===== src/rtl/dl_state_pkg.sv =====
// dl_state_pkg: shared sizing helpers for the valid-tracked delay line
package dl_state_pkg;
  localparam int MIN_DEPTH = 1;
  function automatic int cnt_w(input int depth);
    return $clog2(depth + 1);
  endfunction
endpackage


===== src/rtl/dl_dff_en_rst.sv =====
// dl_dff_en_rst: enabled register with synchronous active-high reset to RESET_VAL
module dl_dff_en_rst #(
  parameter int WIDTH = 1,
  parameter logic [WIDTH-1:0] RESET_VAL = '0
) (
  input  logic             clk,
  input  logic             rst,
  input  logic             en,
  input  logic [WIDTH-1:0] d,
  output logic [WIDTH-1:0] q
);
  // reset wins over enable; otherwise hold
  always_ff @(posedge clk)
    if (rst) q <= RESET_VAL;
    else if (en) q <= d;
endmodule


===== src/rtl/dl_pipe_delay.sv =====
// dl_pipe_delay: valid-tracked DEPTH-stage delay line with stall, flush, taps and occupancy count
module dl_pipe_delay
  import dl_state_pkg::*;
#(
  parameter int WIDTH = 32,
  parameter int DEPTH = 4,
  parameter logic [WIDTH-1:0] RESET_VAL = '0,
  parameter bit ZERO_INVALID = 1'b0
) (
  input  logic                     clk,
  input  logic                     rst,
  input  logic                     en,
  input  logic                     flush,
  input  logic                     valid_in,
  input  logic [WIDTH-1:0]         d,
  output logic                     valid_out,
  output logic [WIDTH-1:0]         q,
  output logic [DEPTH-1:0]         tap_valid,
  output logic [DEPTH*WIDTH-1:0]   tap_data,
  output logic [cnt_w(DEPTH)-1:0]  count
);
  localparam int CW = cnt_w(DEPTH);
  typedef struct packed {
    logic             valid;
    logic [WIDTH-1:0] data;
  } stage_t;
  stage_t s0;
  logic en_d, en_v;
  if (DEPTH < MIN_DEPTH) begin : g_bad
    $error("dl_pipe_delay: DEPTH must be >= 1");
  end
  // data only moves on a real advance; valid bits also update on flush so they can be cleared
  assign en_d = en & ~flush;
  assign en_v = en | flush;
  // stage-0 capture value, with invalid entries optionally scrubbed to RESET_VAL
  always_comb s0 = '{valid: valid_in, data: (ZERO_INVALID && !valid_in) ? RESET_VAL : d};
  for (genvar i = 0; i < DEPTH; i++) begin : g_stage
    logic [WIDTH-1:0] dn;
    logic             vn;
    if (i == 0) begin : g_head
      assign dn = s0.data;
      assign vn = s0.valid & ~flush;
    end else begin : g_body
      assign dn = tap_data[(i-1)*WIDTH +: WIDTH];
      assign vn = tap_valid[i-1] & ~flush;
    end
    dl_dff_en_rst #(.WIDTH(WIDTH), .RESET_VAL(RESET_VAL)) u_data (
      .clk(clk), .rst(rst), .en(en_d), .d(dn), .q(tap_data[i*WIDTH +: WIDTH])
    );
    dl_dff_en_rst #(.WIDTH(1), .RESET_VAL(1'b0)) u_valid (
      .clk(clk), .rst(rst), .en(en_v), .d(vn), .q(tap_valid[i])
    );
  end
  assign q         = tap_data[(DEPTH-1)*WIDTH +: WIDTH];
  assign valid_out = tap_valid[DEPTH-1];
  // occupancy tracks entries in minus the entry falling off the end
  always_ff @(posedge clk)
    if (rst || flush) count <= '0;
    else if (en) count <= count + CW'(valid_in) - CW'(tap_valid[DEPTH-1]);
endmodule


===== config.mk =====
export PLATFORM = sky130hd
export DESIGN_NAME = dl_pipe_delay
export DESIGN_NICKNAME = d
export VERILOG_FILES = /design/src/rtl/dl_state_pkg.sv /design/src/rtl/dl_dff_en_rst.sv /design/src/rtl/dl_pipe_delay.sv
export SDC_FILE = /design/constraint.sdc
export NUM_CORES = 1
export LEC_CHECK = 0
export ABC_AREA = 1
export ABC_CLOCK_PERIOD_IN_PS = 1600
export BUFFER_PORTS_ARGS = -buffer_cell sky130_fd_sc_hd__buf_2
export CAP_MARGIN = 20
export CELL_PAD_IN_SITES_DETAIL_PLACEMENT = 0
export CELL_PAD_IN_SITES_GLOBAL_PLACEMENT = 1
export CORE_MARGIN = 3
export CORE_UTILIZATION = 30
export DETAILED_ROUTE_END_ITERATION = 10
export PLACE_DENSITY_LB_ADDON = 0.1
export SYNTH_ARGS = -nofsm -noshare
export SYNTH_HDL_FRONTEND = slang
export SYNTH_SLANG_ARGS = --single-unit

===== constraint.sdc =====
create_clock -name clk -period 1.6 [get_ports clk]
set_clock_uncertainty 0.15 [all_clocks]
set_input_delay 0.08 -clock clk [delete_from_list [all_inputs] [get_ports clk]]
set_output_delay 0.08 -clock clk [all_outputs]
set_load 0.02 [all_outputs]

**Yosys cells after proc, flatten, opt, wreduce, memory -nomap -nowiden**

Cells that the tools add are included.

- Output and inout port bits: 168
- Flip-flop bits (word level): 135
- Input port bits: 37
- Logic and storage cells: 19

- Bitwise operators: 7
- $add $sub $neg: 2
- Reduce and logical (&&, ||, !) cells: 1

Operators with widths:

| cell | number |
|---|---|
| 1-bit AND | 5 |
| 3-bit by 1-bit adder with 3-bit output | 1 |
| 3-bit by 1-bit subtractor with 3-bit output | 1 |
| 1-bit logical OR | 1 |
| 1-bit inverter | 1 |
| 1-bit OR | 1 |

**Longest topological paths before layout**

Gate-level depths: netlist (run 1).

- Depth after elaboration: 2
- Gate-level depth with buffers: 11

**By module**

From an unflattened synthesis (run 1), not the netlist that was laid out.

- Cells, all modules: 909
- Area total of the unflattened synthesis: 6013.3 sq um

By module, submodules not included:

| module | times used | sequential area each (sq um) | area each (sq um) | cells an instance |
|---|---|---|---|---|
| dl_dff_en_rst at g_stage[0].u_data ... | 4 | 640.6 | 1338.8 | 203 |
| dl_pipe_delay | 1 | 60.1 | 478.0 | 69 |
| dl_dff_en_rst at g_stage[0].u_valid ... | 4 | 20.0 | 45.0 | 7 |

**Worst setup path before layout (run 1)**

OpenSTA, ideal clock, no wires.

- Path kind: flip-flop to flip-flop
- Start: reg count[0]
- End: reg count[2]
- Data required time: 1.386 ns
- Stages on the path, launching flop included: 12
- Period minus slack after synthesis: 1.910 ns
- Path slack: -0.310 ns
- Setup time: 0.064 ns
- Arrival: 1.696 ns
- Cell sequence: dfxtp_1 -> inv_1 -> ha_1 -> inv_1 -> ha_1 -> inv_1 -> fa_1 -> nand2_1 -> nand2_1 -> nor2_1 -> nor2_1 -> nor2_1

- Cells in the longest elaborated chain, start to end: 2

Ends and longest elaborated chain:

| element | line | source |
|---|---|---|
| from (decl) | dl_pipe_delay.sv:20 | `output logic [cnt_w(DEPTH)-1:0] count` |
| from (signal assigned) | dl_pipe_delay.sv:59 | `else if (en) count <= count + CW'(valid_in) - CW'(tap_valid[DEPTH-1]);` |
| 3-bit by 1-bit adder with 3-bit output | dl_pipe_delay.sv:59 |  |
| 3-bit by 1-bit subtractor with 3-bit output | dl_pipe_delay.sv:59 |  |

No other way between the ends.
A chain may end at the register's enable or synchronous reset.

**Worst setup path in the final report (run 1)**

Same ends and word-level chain as after synthesis.

==> results of run 1 <==
registers in the layout, summed over array words and instances, names as in the netlist:
name and count:
g_stage.u_data.q 128, g_stage.u_valid.q 4, count 3
report_power, final:
group | switching (mW) | total (mW) | leakage (nW) | internal, mW
logic | 0.748 | 1.15 | 2.16 | 0.406
clock network | 1.39 | 4.07 | 0.301 | 2.68
registers | 0.163 | 3.73 | 1.11 | 3.57
worst min-delay path by stage:
| stage | to | from |
|---|---|---|
| 6_report | count[1]$_SDFFE_PP0P_ | en |
| 5_1_grt | count[1]$_SDFFE_PP0P_ | en |
| 4_1_cts | count[1]$_SDFFE_PP0P_ | en |
| 3_5_place_dp | g_stage[0].u_data.q[22]$_SDFFE_PP0P_ | d[22] |
| 3_3_place_gp | g_stage[0].u_data.q[22]$_SDFFE_PP0P_ | d[22] |
| 2_1_floorplan | g_stage[3].u_valid.q$_SDFFE_PP0P_ | rst |
per-stage QoR:
stage	area, µm²	setup TNS [ps]	cells	setup WS (ps)	power (mW)
global placement	5950	-171	987	-94.9	4.89
detailed placement	5950	-280	987	-151	4.89
finish	6970	-264	1060	-132	8.96
floorplan	5110	-207	637	-110	4.54
CTS	6960	-286	1059	-145	9.09
global route	6970	-446	1060	-210	9.36
logic make-up (layout without fill, tap and decap cells):
family,Yosys count,count (layout),synth area share
AND/OR/NAND/NOR,278,278,0.207
AO/OA/AOI/OAI,135,135,0.133
flip-flops,135,135,0.532
buffers and inverters,86,293,0.119
adder cells (fa/ha/maj),3,3,0.00887
per-layer routing:
layer	vias to the layer above	wire [µm]
li1	2383	-
met1	2122	7390
met2	144	6580
met3	15	909
met4	2	194
met5	-	13
cell usage after synthesis:
cell,count
dfxtp_1,135
inv_2,2
clkbuf_1,17
o21ai_1,3
buf_6,15
nor2_1,262
clkbuf_4,7
fa_1,1
buf_2,1
nand4_1,1
clkbuf_2,1
inv_1,6
buf_4,37
nor2_4,1
a21oi_1,6
nand2_1,14
ha_1,2
o21ai_0,126
critical path, delay by kind of cell, from the launching register on:
kind	cells	cell delay, ps
adders and majority gates	3	680
and+or+nand+nor	5	370
DFF	1	350
buffers and inverters	3	120
cell usage in the layout, fill, tap and decap left out, drive strengths merged:
| master | instances |
|---|---|
| o21ai | 129 |
| nand4 | 1 |
| a21oi | 6 |
| fa | 1 |
| bufinv | 4 |
| buf | 214 |
| clkbuf | 23 |
| clkinv | 4 |
| clkinvlp | 1 |
| dfxtp | 135 |
| ha | 2 |
| nor2 | 263 |
| nand2 | 14 |
| dlygate4sd3 | 39 |
| inv | 8 |
repair_timing:
action,4_1_cts,5_1_grt
endpoints found under the setup margin,2,3
gates cloned,0,0
buffers inserted,1,1
gates resized for setup,2,1
endpoints found under the hold margin,39,2
cell type report:
cell class	count	share of cell area
well taps	216	0.0388
repair buffers	253	0.220
clock buffers	23	0.0671
multi-input cells	416	0.259
inverters	8	0.00538
flip-flops and latches	135	0.389
clock inverters	9	0.0212
==> metrics.md, run 1 <==
| Metric | Value |
|---|---|
| Status | complete, but fails checks |
| Violated checks | hold timing, setup timing |
| Worst path required time | 1800 ps |
| Clock root buffer | clkbuf_16 |
| Fmax | 0.577 GHz |
| Top Ports | 205 |
| Crit Path Class | reg2reg |
| RSZ-0062 raised after global routing | true |
| Total grt overflow | 0 |
| Mapped Cells | 637 |
| Final #Nets | 871 |
| Clock sink count | 135 |
| DR WL/cell | 14.2 µm |
| Max Slew Vio Count | 0 |
| Vias in the first global route | 4266 |
| Final ANT Viol Nets | 0 |
| R2r endpoint | count[2]$_SDFFE_PP0P_ |
| Top post-synthesis cells by area | dfxtp_1 (53%), nor2_1 (19%), o21ai_0 (12%), buf_4 (5.5%), buf_6 (3.3%) |
| Gpl congestion | 0.828 |
| Share of cells above drive strength 1 | 0.302 |
| Synth unique cells | 18 |
| Area grow syn2layout | 37.3% |
| Syn nets | 677 |
| Clock-pin slew on the worst setup and hold paths | 60 ps |
| Reg2reg path depth | 11 |
| Grt met1 use | 0.227 |
| Vias/cell | 4.40 |
| Critical-path cell list | inv_4 -> ha_4 -> inv_4 -> ha_4 -> inv_2 -> fa_2 -> nand2_2 -> nand2_1 -> nor2_1 -> nor2_1 -> nor2_1 |
| Multi-input gate area | 1800 µm² |
| Normalized max-slew margin | 0.724 |
| Core area | 16200 µm² |
| Total CTS buffers | 17 |
| R2r setup slk | -130 ps |
| Fin. Hold Viols | 2 |
| R2r startpoint | count[0]$_SDFFE_PP0P_ |
| CP Launch Point | count[0]$_SDFFE_PP0P_ |
| Storage cell area | 2710 µm² |
| Area fraction of the dominant cell type after synthesis | 0.532 |
| Sequential fraction of the synthesis area | 0.532 |
| Worst Path Max Fanout | 3 |
| Fin worst setup slack | -132 ps |
| Flip-flop and latch count after synthesis | 135 |
| Met2 Usage GRT | 0.229 |
| Clk Latency, worst-skew pair | 410 ps |
| Vias post-DR | 4666 |
| Slowest CP cell | dfxtp_4 |
| Die Y | 136 µm |
| Min Clock Period, post-route | 1730 ps |
| IO buf count | 204 |
| Worst hold path type | in2reg |
| Arr. time, crit path | 1930 ps |
| Final setup viols | 2 |
| Worst setup EP type | register |
| CP endpoint | count[2]$_SDFFE_PP0P_ |
| Fin util | 0.430 |
| Pin count of the biggest net entering global routing | 110 |
| Worst path most repeated cell | nor2_1 |
| Maximum VDD drop | 0.724 mV |
| First-pass DRT Iterations | 6 |
| H-tree levels | 4 |
| Clk buf depth | 2 |
| Leak | 3.58 nW |
| Dpl hpwl | 9990 µm |
| Max_cap viols | 0 |
| Fillcell total | 1753 |
| Initial antenna violation count | 1 |
| CTS tree | yes |
| Tot GR Track Use | 0.159 |
| First-pass GRT wire length | 23200 µm |
| DRC | 0 |
| CTS Hold Bufs | 39 |
| Syn_area_per_cell | 7.97 µm² |
| GRT Max-Usage Layer | met2 |
| Max incr delay on CP | 350 ps |
| Worst slew pin tran | 413 ps |
| Mapped Area | 5080 µm² |
| WHS Path Cells | 4 |
| Number of diodes | 0 |
| Pwr per Cell Area | 1290 nW/µm² |
| Worst hold margin | -149 ps |
| Tcrit/Tclk final | 1.08 |
| Row count | 46 |
| Synth Warn # | 0 |
| First DRT Iteration DRCs | 271 |
| Die ar. | 18500 µm² |
| Post-synth top area cell | dfxtp_1 |
| Die Wd | 136 µm |
| DRT Wirelength | 15100 µm |
| Initial core utilization | 0.313 |
| Critical path launch point type | register |
| Global Route met3 Usage | 0.0437 |
No activity file was read; power rests on OpenSTA's default activity.
==> inputs of run 2 (changes only) <==
Settings changed: SETUP_SLACK_MARGIN from default to 0.02.
==> run 2 against run 1 <==
Compared with the run above: the flow still finishes with violations (hold timing, setup timing); via count up 0.15%; first-iteration DRC count fell by 0.74%; hold slack improved by 1.1 ps; count of clock-buffer cells in the layout stayed put; cell area unchanged; sequential share of layout area unchanged; sequential cell count unchanged; cell count did not move; critical path depth is the same; largest cell class unchanged.
==> metrics.md, run 2 (synthesis gave the netlist of run 1 again) <==
| Metric | Value |
|---|---|
| Die ar. | 18500 µm² (unchanged) |
| Worst Path Max Fanout | 3 (unchanged) |
| Top reg by flops | g_stage.u_data.q (unchanged) |
| Final ANT Viol Nets | 0 (unchanged) |
| CP top delay family | adder cells (unchanged) |
| Vias post-DR | 4673 (was 4666) |
| Commonest non-fill, non-tap cell in the layout | nor2_1 (unchanged) |
| Gpl congestion | 0.828 (unchanged) |
| Total CTS buffers | 17 (unchanged) |
| Pwr per Cell Area | 1280 nW/µm² (was 1290 nW/µm²) |
| Tcrit/Tclk final | 1.08 (about the same) |
| Final setup viols | 3 (was 2) |
| CTS tree | yes (unchanged) |
| R2r startpoint | count[0]$_SDFFE_PP0P_ (unchanged) |
| Row count | 46 (unchanged) |
| Min Clock Period, post-route | 1730 ps (about the same) |
| Worst setup EP type | register (unchanged) |
| Critical path launch point type | register (unchanged) |
| Fin. Hold Viols | 3 (was 2) |
| Crit Path Class | reg2reg (unchanged) |
| RSZ-0062 raised after global routing | true (unchanged) |
| Worst path most repeated cell | nor2_1 (unchanged) |
| Total grt overflow | 0 (unchanged) |
| Worst path required time | 1800 ps (about the same) |
| Max FFs per register | 128 (unchanged) |
| CP bufs+invs | 3 (unchanged) |
| Fin Setup TNS | -285 ps (was -264 ps) |
| Arr. time, crit path | 1930 ps (about the same) |
| Max Slew Vio Count | 0 (unchanged) |
| Cells after DPL | 987 (unchanged) |
| DR WL/cell | 14.3 µm (was 14.2 µm) |
| Vias/cell | 4.41 (was 4.40) |
| Slowest CP cell | dfxtp_4 (unchanged) |
| CP Launch Point | count[0]$_SDFFE_PP0P_ (unchanged) |
| Normalized max-slew margin | 0.724 (about the same) |
| Fin worst setup slack | -130 ps (was -132 ps) |
| Regs by FF count | g_stage.u_data.q: 128 flops, g_stage.u_valid.q: 4 flops, count: 3 flops (unchanged) |
| Max_cap viols | 0 (unchanged) |
| Status | complete, but fails checks (unchanged) |
| Most frequent cells in the layout | nor2_1 (262), buf_2 (204), dfxtp_1 (133), o21ai_0 (126), dlygate4sd3_1 (39) (unchanged) |
| Pre-CTS WS | -151 ps (unchanged) |
| Core area | 16200 µm² (unchanged) |
| Pin count of the biggest net entering global routing | 110 (unchanged) |
| Fmax | 0.578 GHz (was 0.577 GHz) |
| Share of cells above drive strength 1 | 0.302 (unchanged) |
| Final Non-Filler Cells | 1060 (unchanged) |
| Leak | 3.57 nW (was 3.58 nW) |
| Area grow syn2layout | 37.3% (unchanged) |
| Clock sink count | 135 (unchanged) |
| DRT Wirelength | 15100 µm (about the same) |
| Final #Nets | 871 (unchanged) |
| Top Ports | 205 (unchanged) |
| Initial antenna violation count | 1 (unchanged) |
| Worst slew pin tran | 414 ps (was 413 ps) |
| H-tree levels | 4 (unchanged) |
| Number of diodes | 0 (unchanged) |
| Worst Hold Launch | en (unchanged) |
| Critical-path cell list | inv_4 -> ha_4 -> inv_4 -> ha_4 -> inv_2 -> fa_2 -> nand2_2 -> nand2_1 -> nor2_1 -> nor2_1 -> nor2_1 (unchanged) |
| Worst hold margin | -148 ps (was -149 ps) |
| Violated checks | hold timing, setup timing (unchanged) |
| Clk buf depth | 2 (unchanged) |
| IO buf count | 204 (unchanged) |
| First-pass DRT Iterations | 8 (was 6) |
| CTS Hold Bufs | 39 (unchanged) |
| Clock root buffer | clkbuf_16 (unchanged) |
| Tot GR Track Use | 0.159 (unchanged) |
| Clk Latency, worst-skew pair | 410 ps (about the same) |
| Die Wd | 136 µm (unchanged) |
| Worst hold path type | in2reg (unchanged) |
| Maximum VDD drop | 0.726 mV (was 0.724 mV) |
| Dpl hpwl | 9990 µm (unchanged) |
| Clock-pin slew on the worst setup and hold paths | 60 ps (about the same) |
| Initial core utilization | 0.313 (unchanged) |
| Total power draw | 8.96 mW (about the same) |
| Die Y | 136 µm (unchanged) |
| First DRT Iteration DRCs | 269 (was 271) |
| Max incr delay on CP | 350 ps (about the same) |
| Vias in the first global route | 4261 (was 4266) |
| First-pass GRT wire length | 23200 µm (about the same) |
| DRC | 0 (unchanged) |
==> run 2: cell counts in the layout (fill, tap and decap cells not counted) <==
No cell type changed its count.
==> run 2: worst paths after layout <==
kind | endpoint | cells past startpoint | slack [ps]
setup / recovery | count[2]$_SDFFE_PP0P_ | 11 | -130
hold / removal | count[1]$_SDFFE_PP0P_ | 4 | -150
setup reg to reg | count[2]$_SDFFE_PP0P_ | 11 | -130
hold reg to reg | g_stage[1].u_valid.q$_SDFFE_PP0P_ | 2 | 350
==> run 2: timing repair <==
action | in CTS | in global routing
endpoints found under the setup margin | 2 | 5
buffers inserted | 1 | 1
gates resized for setup | 2 | 1
endpoints found under the hold margin | 39 | 3
==> run 2: per-layer routing <==
metal  up-vias  part of all wire  wire (µm)  track usage
li1       2386                 -          -            -
met1      2131              0.49       7470        0.227
met2       138              0.43       6550        0.229
met3        16             0.059        887       0.0437
met4         2             0.013        202       0.0560
met5         -           0.00086         13            0
==> run 2: worst min-delay path: stages <==
cell	delay (ps)
buf_2	140
nand2_1	60
nand2_1	60
a21oi_1	30
==> run 2: cell type report <==
type / count / area [µm²]
timing repair buffer: 253 / 1540
multi-input combinational: 416 / 1800
inverter: 8 / 37.5
sequential: 135 / 2710
clock inverter: 9 / 148
fill: 1756 / 9260
tap: 216 / 270
clock buffer: 23 / 468
==> run 2: power by group <==
part	switching, mW	internal [mW]	total [mW]	leakage, nW
registers	0.163	3.57	3.73	1.11
logic	0.748	0.405	1.15	2.16
clock network	1.39	2.68	4.07	0.301
total	2.30	6.66	8.96	3.57
==> run 2: metrics by stage <==
stage	hold slack [ps]	area, µm²	util
global placement	151	5950	0.366
global route	-129	6970	0.430
CTS	-177	6960	0.429
detailed placement	155	5950	0.366
floorplan	-10.6	5110	-
finish	-148	6970	0.430
